===== src/rtl/mc_pkg.sv =====
// Shared types and encodings for the multicycle MIPS-subset controller.
// The optional TRAP state exists only when MC_ILLEGAL_TRAP_EN is defined.
package mc_pkg;

    typedef enum logic [3:0] {
        S_FETCH,
        S_DECODE,
        S_MEMADR,
        S_MEMRD,
        S_MEMWB,
        S_MEMWR,
        S_EXEC,
        S_ALUWB,
        S_BRANCH,
        S_ADDIEX,
        S_ADDIWB,
        S_JUMP,
        S_MOVWB
`ifdef MC_ILLEGAL_TRAP_EN
        , S_TRAP
`endif
    } state_t;

    localparam logic [5:0] OP_RTYPE = 6'b000000;
    localparam logic [5:0] OP_LW    = 6'b100011;
    localparam logic [5:0] OP_SW    = 6'b101011;
    localparam logic [5:0] OP_BEQ   = 6'b000100;
    localparam logic [5:0] OP_ADDI  = 6'b001000;
    localparam logic [5:0] OP_J     = 6'b000010;
    localparam logic [5:0] OP_MOVS  = 6'b010000;

    localparam logic [5:0] FN_ADD = 6'b100000;
    localparam logic [5:0] FN_SUB = 6'b100010;
    localparam logic [5:0] FN_AND = 6'b100100;
    localparam logic [5:0] FN_OR  = 6'b100101;
    localparam logic [5:0] FN_SLT = 6'b101010;

    localparam logic [2:0] ALU_ADD = 3'b010;
    localparam logic [2:0] ALU_SUB = 3'b110;
    localparam logic [2:0] ALU_AND = 3'b000;
    localparam logic [2:0] ALU_OR  = 3'b001;
    localparam logic [2:0] ALU_SLT = 3'b111;

    // AOP_NONE keeps alu_control at zero in states that do not use the ALU.
    typedef enum logic [1:0] {
        AOP_ADD   = 2'b00,
        AOP_SUB   = 2'b01,
        AOP_FUNCT = 2'b10,
        AOP_NONE  = 2'b11
    } alu_op_t;

    localparam logic [1:0] SRCB_B      = 2'b00;
    localparam logic [1:0] SRCB_FOUR   = 2'b01;
    localparam logic [1:0] SRCB_IMM    = 2'b10;
    localparam logic [1:0] SRCB_IMM_SH = 2'b11;

    localparam logic [1:0] PCSRC_ALU    = 2'b00;
    localparam logic [1:0] PCSRC_ALUOUT = 2'b01;
    localparam logic [1:0] PCSRC_JUMP   = 2'b10;

endpackage


===== src/rtl/multicycle_controller_if.sv =====
// Shared memory port handshake between the controller (master) and memory (slave).
interface multicycle_controller_if;
    logic mem_req;
    logic mem_write;
    logic i_or_d;
    logic mem_ready;

    modport master (output mem_req, output mem_write, output i_or_d, input mem_ready);
    modport slave  (input mem_req, input mem_write, input i_or_d, output mem_ready);
endinterface


===== src/rtl/alu_decoder.sv =====
// Combinational ALU control: fixed add/sub from the FSM, or funct-driven for R-type.
module alu_decoder
    import mc_pkg::*;
(
    input  alu_op_t    alu_op,
    input  logic [5:0] funct,
    output logic [2:0] alu_control
);

    always_comb begin
        alu_control = '0;
        case (alu_op)
            AOP_ADD: alu_control = ALU_ADD;
            AOP_SUB: alu_control = ALU_SUB;
            AOP_FUNCT: begin
                case (funct)
                    FN_SUB:  alu_control = ALU_SUB;
                    FN_AND:  alu_control = ALU_AND;
                    FN_OR:   alu_control = ALU_OR;
                    FN_SLT:  alu_control = ALU_SLT;
                    default: alu_control = ALU_ADD;
                endcase
            end
            default: alu_control = '0;
        endcase
    end

endmodule


===== src/rtl/multicycle_controller.sv =====
// Multicycle sequencing FSM; Moore outputs from state plus opcode/funct/mem_ready.
// Optional feature: MC_ILLEGAL_TRAP_EN routes unknown opcodes to a sticky TRAP state.
module multicycle_controller
    import mc_pkg::*;
(
    input  logic       clk,
    input  logic       rst,
    input  logic [5:0] opcode,
    input  logic [5:0] funct,
    input  logic       zero,
    multicycle_controller_if.master mem,
    output logic       ir_write,
    output logic       pc_en,
    output logic [1:0] pc_src,
    output logic       alu_src_a,
    output logic [1:0] alu_src_b,
    output logic [2:0] alu_control,
    output logic       reg_dst,
    output logic       mem_to_reg,
    output logic       reg_write,
    output logic       reg_src,
    output logic       instr_done,
    output logic       illegal_op
);

    state_t  state, next_state;
    alu_op_t alu_op;
    logic    pc_write, branch;
    logic    mem_req, mem_write, i_or_d;

    // NOTE: sequential state uses non-blocking assignments so every register samples pre-edge values.
    always_ff @(posedge clk) begin
        if (rst) state <= S_FETCH;
        else     state <= next_state;
    end

    always_comb begin
        // NOTE: every output gets a default first, so no path through the case can infer a latch.
        next_state = state;
        mem_req    = 1'b0;
        mem_write  = 1'b0;
        i_or_d     = 1'b0;
        ir_write   = 1'b0;
        pc_write   = 1'b0;
        branch     = 1'b0;
        pc_src     = PCSRC_ALU;
        alu_src_a  = 1'b0;
        alu_src_b  = SRCB_B;
        alu_op     = AOP_NONE;
        reg_dst    = 1'b0;
        mem_to_reg = 1'b0;
        reg_write  = 1'b0;
        reg_src    = 1'b0;
        instr_done = 1'b0;
        // Reset holds every control at zero so nothing is written during the reset cycle.
        if (!rst) begin
            case (state)
                S_FETCH: begin
                    mem_req   = 1'b1;
                    alu_src_b = SRCB_FOUR;
                    alu_op    = AOP_ADD;
                    if (mem.mem_ready) begin
                        ir_write   = 1'b1;
                        pc_write   = 1'b1;
                        next_state = S_DECODE;
                    end
                end
                S_DECODE: begin
                    alu_src_b = SRCB_IMM_SH;
                    alu_op    = AOP_ADD;
                    case (opcode)
                        OP_RTYPE:     next_state = S_EXEC;
                        OP_LW, OP_SW: next_state = S_MEMADR;
                        OP_BEQ:       next_state = S_BRANCH;
                        OP_ADDI:      next_state = S_ADDIEX;
                        OP_J:         next_state = S_JUMP;
                        OP_MOVS:      next_state = S_MOVWB;
`ifdef MC_ILLEGAL_TRAP_EN
                        default:      next_state = S_TRAP;
`else
                        default:      next_state = S_FETCH;
`endif
                    endcase
                end
                S_MEMADR: begin
                    alu_src_a  = 1'b1;
                    alu_src_b  = SRCB_IMM;
                    alu_op     = AOP_ADD;
                    next_state = (opcode == OP_SW) ? S_MEMWR : S_MEMRD;
                end
                S_MEMRD: begin
                    mem_req = 1'b1;
                    i_or_d  = 1'b1;
                    if (mem.mem_ready) next_state = S_MEMWB;
                end
                S_MEMWB: begin
                    reg_write  = 1'b1;
                    mem_to_reg = 1'b1;
                    instr_done = 1'b1;
                    next_state = S_FETCH;
                end
                S_MEMWR: begin
                    mem_req   = 1'b1;
                    mem_write = 1'b1;
                    i_or_d    = 1'b1;
                    if (mem.mem_ready) begin
                        instr_done = 1'b1;
                        next_state = S_FETCH;
                    end
                end
                S_EXEC: begin
                    alu_src_a  = 1'b1;
                    alu_op     = AOP_FUNCT;
                    next_state = S_ALUWB;
                end
                S_ALUWB: begin
                    reg_write  = 1'b1;
                    reg_dst    = 1'b1;
                    instr_done = 1'b1;
                    next_state = S_FETCH;
                end
                S_BRANCH: begin
                    alu_src_a  = 1'b1;
                    alu_op     = AOP_SUB;
                    branch     = 1'b1;
                    pc_src     = PCSRC_ALUOUT;
                    instr_done = 1'b1;
                    next_state = S_FETCH;
                end
                S_ADDIEX: begin
                    alu_src_a  = 1'b1;
                    alu_src_b  = SRCB_IMM;
                    alu_op     = AOP_ADD;
                    next_state = S_ADDIWB;
                end
                S_ADDIWB: begin
                    reg_write  = 1'b1;
                    instr_done = 1'b1;
                    next_state = S_FETCH;
                end
                S_JUMP: begin
                    pc_write   = 1'b1;
                    pc_src     = PCSRC_JUMP;
                    instr_done = 1'b1;
                    next_state = S_FETCH;
                end
                S_MOVWB: begin
                    reg_write  = 1'b1;
                    reg_src    = 1'b1;
                    instr_done = 1'b1;
                    next_state = S_FETCH;
                end
`ifdef MC_ILLEGAL_TRAP_EN
                S_TRAP: next_state = S_TRAP;
`endif
                default: next_state = S_FETCH;
            endcase
        end
    end

    assign pc_en         = pc_write | (branch & zero);
    assign mem.mem_req   = mem_req;
    assign mem.mem_write = mem_write;
    assign mem.i_or_d    = i_or_d;

    alu_decoder u_alu_decoder (
        .alu_op      (alu_op),
        .funct       (funct),
        .alu_control (alu_control)
    );

`ifdef MC_ILLEGAL_TRAP_EN
    logic illegal_q;

    // Set on the DECODE->TRAP edge so the flag is already visible in the first TRAP cycle.
    always_ff @(posedge clk) begin
        if (rst)                      illegal_q <= 1'b0;
        else if (next_state == S_TRAP) illegal_q <= 1'b1;
    end

    assign illegal_op = illegal_q;
`else
    assign illegal_op = 1'b0;
`endif

endmodule


===== src/flat_wrapper.sv =====
// flat-port wrapper written by rule: the top's interface ports become plain ports
module multicycle_controller_flat import mc_pkg::*;
  (clk, rst, opcode, funct, zero, ir_write, pc_en, pc_src, alu_src_a, alu_src_b, alu_control, reg_dst, mem_to_reg, reg_write, reg_src, instr_done, illegal_op, mem_mem_req, mem_mem_write, mem_i_or_d, mem_mem_ready);
  multicycle_controller_if mem_i ();
  input  logic clk;
  input  logic rst;
  input  logic [5:0] opcode;
  input  logic [5:0] funct;
  input  logic zero;
  output logic ir_write;
  output logic pc_en;
  output logic [1:0] pc_src;
  output logic alu_src_a;
  output logic [1:0] alu_src_b;
  output logic [2:0] alu_control;
  output logic reg_dst;
  output logic mem_to_reg;
  output logic reg_write;
  output logic reg_src;
  output logic instr_done;
  output logic illegal_op;
  output wire logic [$bits(mem_i.mem_req)-1:0] mem_mem_req;
  output wire logic [$bits(mem_i.mem_write)-1:0] mem_mem_write;
  output wire logic [$bits(mem_i.i_or_d)-1:0] mem_i_or_d;
  input wire logic [$bits(mem_i.mem_ready)-1:0] mem_mem_ready;
  assign mem_mem_req = mem_i.mem_req;
  assign mem_mem_write = mem_i.mem_write;
  assign mem_i_or_d = mem_i.i_or_d;
  assign mem_i.mem_ready = mem_mem_ready;
  multicycle_controller u_core (.clk(clk), .rst(rst), .opcode(opcode), .funct(funct), .zero(zero), .mem(mem_i), .ir_write(ir_write), .pc_en(pc_en), .pc_src(pc_src), .alu_src_a(alu_src_a), .alu_src_b(alu_src_b), .alu_control(alu_control), .reg_dst(reg_dst), .mem_to_reg(mem_to_reg), .reg_write(reg_write), .reg_src(reg_src), .instr_done(instr_done), .illegal_op(illegal_op));
endmodule

===== config.mk =====
export PLATFORM = sky130hd
export DESIGN_NAME = multicycle_controller_flat
export DESIGN_NICKNAME = d
export VERILOG_FILES = /design/src/rtl/mc_pkg.sv /design/src/rtl/multicycle_controller_if.sv /design/src/rtl/alu_decoder.sv /design/src/rtl/multicycle_controller.sv /design/src/flat_wrapper.sv
export SDC_FILE = /design/constraint.sdc
export NUM_CORES = 1
export LEC_CHECK = 0
export CELL_PAD_IN_SITES_DETAIL_PLACEMENT = 2
export CELL_PAD_IN_SITES_GLOBAL_PLACEMENT = 2
export CORE_AREA = 2 2 67 69
export CTS_BUF_LIST = sky130_fd_sc_hd__clkbuf_16
export CTS_CLUSTER_SIZE = 24
export DETAILED_ROUTE_END_ITERATION = 8
export DIE_AREA = 0 0 69 71
export GPL_TIMING_DRIVEN = 1
export PLACE_DENSITY_LB_ADDON = 0.08
export SLEW_MARGIN = 20
export SYNTH_ARGS = -nofsm -noshare
export SYNTH_HDL_FRONTEND = slang
export SYNTH_SLANG_ARGS = --single-unit
export TNS_END_PERCENT = 50

===== constraint.sdc =====
create_clock -name clk -period 1.2 [get_ports clk]
set_input_delay 0.12 -clock clk [delete_from_list [all_inputs] [get_ports clk]]
set_output_delay 0.12 -clock clk [all_outputs]
set_load 0.01 [all_outputs]

**After elaboration in Yosys (flattened, before gate mapping)**

Index checks and enable logic that the tools add are counted.
W data, S select, Z words.

- Equal/unequal tests: 27
- Bitwise logic cells: 2
- Muxes and demuxes: 39
- Reductions and logical operators: 12

Operators with widths:

| kind | count |
|---|---|
| $eq A6 B6 Y1 const B | 6 |
| $pmux W4 S7 | 1 |
| $pmux W4 S6 | 1 |
| $mux W1 | 23 |
| $eq A4 B4 Y1 const B | 5 |
| $eq A4 B3 Y1 const B | 4 |
| $mux W4 | 3 |
| $pmux W2 S3 | 2 |
| $pmux W3 S4 | 1 |
| $reduce_or A4 Y1 | 3 |
| $pmux W3 S3 | 1 |
| $eq A4 B2 Y1 const B | 2 |
| $eq A6 B2 Y1 const B | 1 |
| $eq A6 B3 Y1 const B | 1 |
| $eq A6 B4 Y1 const B | 1 |
| $eq A6 B5 Y1 const B | 1 |
| $logic_not A6 Y1 | 1 |
| $mux W2 | 3 |
| $ne A2 B2 Y1 const B | 3 |
| $reduce_or A2 Y1 | 3 |
| $reduce_or A6 Y1 | 1 |
| $eq A4 B1 Y1 const B | 1 |
| $logic_not A4 Y1 | 1 |
| $pmux W1 S2 | 2 |
| 9 further kinds | 9 |

- Flip-flop bits (word level): 4
- Word-level logic and storage cells: 81
- Input port bits: 16

**Logic depth before layout (Yosys ltp)**

- Depth in word-level cells: 6
- Mapped depth: 5
- Depth with buffers taken out: 4

**By module**

From an unflattened synthesis, not the netlist that was laid out.

- Cell total of the unflattened synthesis: 102
- Area total of the unflattened synthesis: 747.0 um2

Modules (own cells, without submodules):

| module | area an instance (um2) | seq. area each (um2) | cells an instance | times used |
|---|---|---|---|---|
| multicycle_controller | 664.4 | 80.1 | 92 | 1 |
| alu_decoder | 82.6 | 0.0 | 10 | 1 |

**Least setup slack after synthesis**

No wires, ideal clock.

- Kind: register to output
- From: register u_core.state[3]
- To: output port instr_done
- Slack: -0.119 ns
- Arrival: 1.199 ns
- Path buffers: 2
- Cell stages (with the launch flop): 5
- Cells stage by stage: dfxtp_1 -> buf_2 -> buf_1 -> nor2_1 -> nor4_1

- Cells in the longest elaborated chain, start to end: 4
- Elaborated cells between the ends (all ways): 10

RTL lines:

| element | line | text |
|---|---|---|
| start: declaration | multicycle_controller.sv:26 | `state_t state, next_state;` |
| start signal: assignment | multicycle_controller.sv:34 | `else state <= next_state;` |
| $eq A4 B3 Y1 / $eq A4 B4 Y1 (equally long branches) | multicycle_controller.sv:57 | `case (state)` |
| $reduce_or A6 Y1 (no source line) | n/a |  |
| $pmux W1 S2 * | multicycle_controller.sv:57 |  |
| $mux W1 * | multicycle_controller.sv:56 | `if (!rst) begin` |
| end: declaration | flat_wrapper.sv:20 | `output logic instr_done;` |

Mark *: on every way between the ends. The rest lies on a longest branch, timed or not.

**Final worst setup path**

- From: register u_core.state[2]
- To: output port alu_control[2]

- Cells in the longest elaborated chain, start to end: 6
- Elaborated cells between the ends (all ways): 13

RTL lines:

| element | line | text |
|---|---|---|
| $eq A4 B2 Y1, or another cell as far along | multicycle_controller.sv:57 |  |
| $reduce_or A4 Y1 (no source line) | n/a |  |
| $pmux W2 S3 * | multicycle_controller.sv:57 |  |
| $mux W2 * | multicycle_controller.sv:56 |  |
| $eq A2 B2 Y1, or another cell as far along | alu_decoder.sv:12 | `case (alu_op)` |
| $pmux W3 S3 * | alu_decoder.sv:12 |  |
| end: declaration | flat_wrapper.sv:15 | `output logic [2:0] alu_control;` |

Marks and branches as above.

==> impl_metrics.toml <==
[sta]
hold_viol_final = 0
finalHoldWorstSlack_ps = 368
achievable-frequency_mhz = 654
fin_crit_ps = 1530
grt_setup_unrepaired = "yes"
setup_slack_ps = -329
finalSetupViolCount = 21
final-max-slew-violation-count = 0
period_share_pct = 127
fin_skew_ps = 0.429

[cts]
clock_sink_count = 4
cts_tree = "done"
htree_num_levels = 1
path_clk_slew_ps = 30
cts_max_path_buffers = 2
hold_fix_buffers_at_cts = 0
clock_latency_ps = 220
cts-root-buf = "clkbuf_16"
cts-buffers-inserted = 3

[hold_path]
class_of_the_most_critical_hold_timing_path = "input pin to flip-flop"

[global_route]
vias_in_the_first_global_route = 1152
grt_overflow_total = 0
grt_antenna_before_repair = 0
grtUsageTotal_pct = 14.4
largest_net_degree_at_the_start_of_global_routing = 10
grt_pass1_wl_um = 5660

[routing]
drc = 0
route.antenna.remaining_nets = 0
route.final.wire_length_um = 3780
vias_per_cell = 4.56
drt_pass1_iterations = 4
avgRoutedWirePerCell_um = 15.7
overall_via_count_from_detail_route = 1094
detailedRoute.firstIterationViolations = 20

[cells_and_area]
layout.cells.non_filler = 240
final_std_cell_area_no_fill_sq_mm = 0.00174
register_ranked_first_by_flip_flop_count = "u_core.state"
reg.largest.list = "u_core.state (4)"
areaGrowthSynthToFinish_pct = 170
layout.cells.most_common_list = "46 x buf_4, 15 x buf_2, 14 x buf_6"
design.final.nets = 206
layout.cells.most_common = "buf_4"
num_antenna_cells = 0
largest_register_ffs = 4
fillers = 479
layout-drive-gt1-share_pct = 65.4

[setup_path]
timing_worst_setup_path_type = "flip-flop to output pin"
cp_max_fo = 7
cp-start-kind = "flip-flop"
worstPathRequired_ps = 1080
worstPathArrival_ps = 1410
cp-end-kind = "output pin"

[floorplanning]
rows = 24
floorplan.io_pins = 35
initial_core_util_pct = 15.4
die_x_um = 69
core_region_area_sq_mm = 0.00420
die_h_um = 71
area_of_the_die_sq_mm = 0.00490

[power]
clock_power_share_pct = 51.8
worst_ir_drop_vdd_mv = 0.750
comb_power_share_pct = 34.3
leakage_nw = 0.784
power.sequential.fraction_pct = 13.9
powerDensity_mw_per_mm2 = 577
internal-power_mw = 0.754
sw_share_pct = 25.0
power_switching_mw = 0.252

[logic_synthesis]
post_synth_instance_area_sq_um = 646
syn_inst_count = 103
yosysWarnings = 0
synth_seq_area_share_pct = 12.4
asyncSetResetFlopFracSynth_pct = 0
synth_nets = 119
avgSynthCellArea_sq_um = 6.27
synth.distinct_cells = 38
register_bit_count_reported_by_yosys = 4
dominantRegCellSynth = "dfxtp_1"
synth_edf_count = 0

[place]
gpl.final_weighted_congestion = 0.733
placed_cell_area_sq_mm = 0.00137
post-dp-hpwl_um = 2710
placed_cells = 222
placement.io_buffers = 33

[run_status]
status = "complete, but fails checks"
violations_in_the_final_reports = "setup timing"

[job]
max_cap_viol_count = 0
[timing repair]
action / 4_1_cts / 5_1_grt
gates resized for setup: 118 / 27
setup buffers: 7 / 8
pin swaps: 11 / 10
cloned: 0 / 0
setup endpoints to repair: 22 / 22
endpoints found under the hold margin: 0 / 0
[Yosys cell counts, types with 3 or more instances]
cell / instances / area, sq um
nor2_1: 16 / 60.1
nor3_1: 9 / 45.0
a21oi_1: 7 / 35.0
nand2b_1: 7 / 43.8
buf_2: 6 / 30.0
dfxtp_1: 4 / 80.1
inv_1: 4 / 15.0
nand2_1: 4 / 15.0
a211oi_1: 3 / 22.5
and3_1: 3 / 18.8
nand3_1: 3 / 15.0
o22ai_1: 3 / 18.8
or3_1: 3 / 18.8
[layout make-up]
class / instances / area (sq um) / share of cell area [%]
inverter: 5 / 21.3 / 1.22
multi-input combinational: 84 / 722 / 41.4
timing repair buffer: 92 / 764 / 43.9
sequential: 4 / 95.1 / 5.46
clock buffer: 3 / 75.1 / 4.31
tap: 52 / 65.1 / 3.73
[routing by layer]
layer  GRT usage (%)  share of wire [%]  up-vias
li1                -                  -      541
met1            17.9                 43      527
met2            25.6                 53       22
met3            3.56                3.3        4
met4            2.61               0.56        0
met5               0                  0        -
[power groups by stage]
stage / logic [mW] / registers [mW] / clock network (mW)
6_report: 0.345 / 0.139 / 0.521
5_1_grt: 0.374 / 0.140 / 0.545
4_1_cts: 0.319 / 0.139 / 0.532
3_5_place_dp: 0.283 / 0.147 / 0
3_3_place_gp: 0.276 / 0.147 / 0
2_1_floorplan: 0.107 / 0.141 / 0
[through the flow]
step | total power, mW | utilization (%) | TNS [ps] | worst slack [ps]
after floorplan | 0.248 | - | -22.2 | -22.2
after global placement | 0.423 | 32.6 | -11670 | -753
after detailed placement | 0.430 | 32.6 | -12060 | -776
after CTS | 0.990 | 37.6 | -4480 | -330
after global routing | 1.06 | 41.5 | -5610 | -380
final | 1.01 | 41.5 | -4250 | -329
[final timing paths]
| path | cells past startpoint | slack, ps | to | start |
|---|---|---|---|---|
| setup / recovery | 4 | -330 | alu_control[2] | u_core.state[2] |
| hold reg to reg | 2 | 700 | u_core.state[0] | u_core.state[3] |
| setup reg to reg | 6 | -110 | u_core.state[0] | u_core.state[1] |
| hold / removal | 3 | 370 | u_core.state[0] | rst |
[worst max-delay path, cell delays in order (launching register included)]
cell     delay, ps
dfxtp_4        370
buf_12         150
or3_4          360
o22ai_4        180
buf_6          120
[logic make-up (layout without fill, tap and decap cells)]
family                    after synthesis  in the layout  share of synthesized area [%]
AOI/OAI and AO/OA                      25             25                           26.6
and+or+nand+nor                        54             54                           43.8
xor gates and xnor gates                3              3                           4.07
buffers and inverters                  15            100                           11.0
other                                   1              1                          0.581
muxes                                   1              1                           1.55
DFF                                     4              4                           12.4
Power figures use the tool's default switching activity.
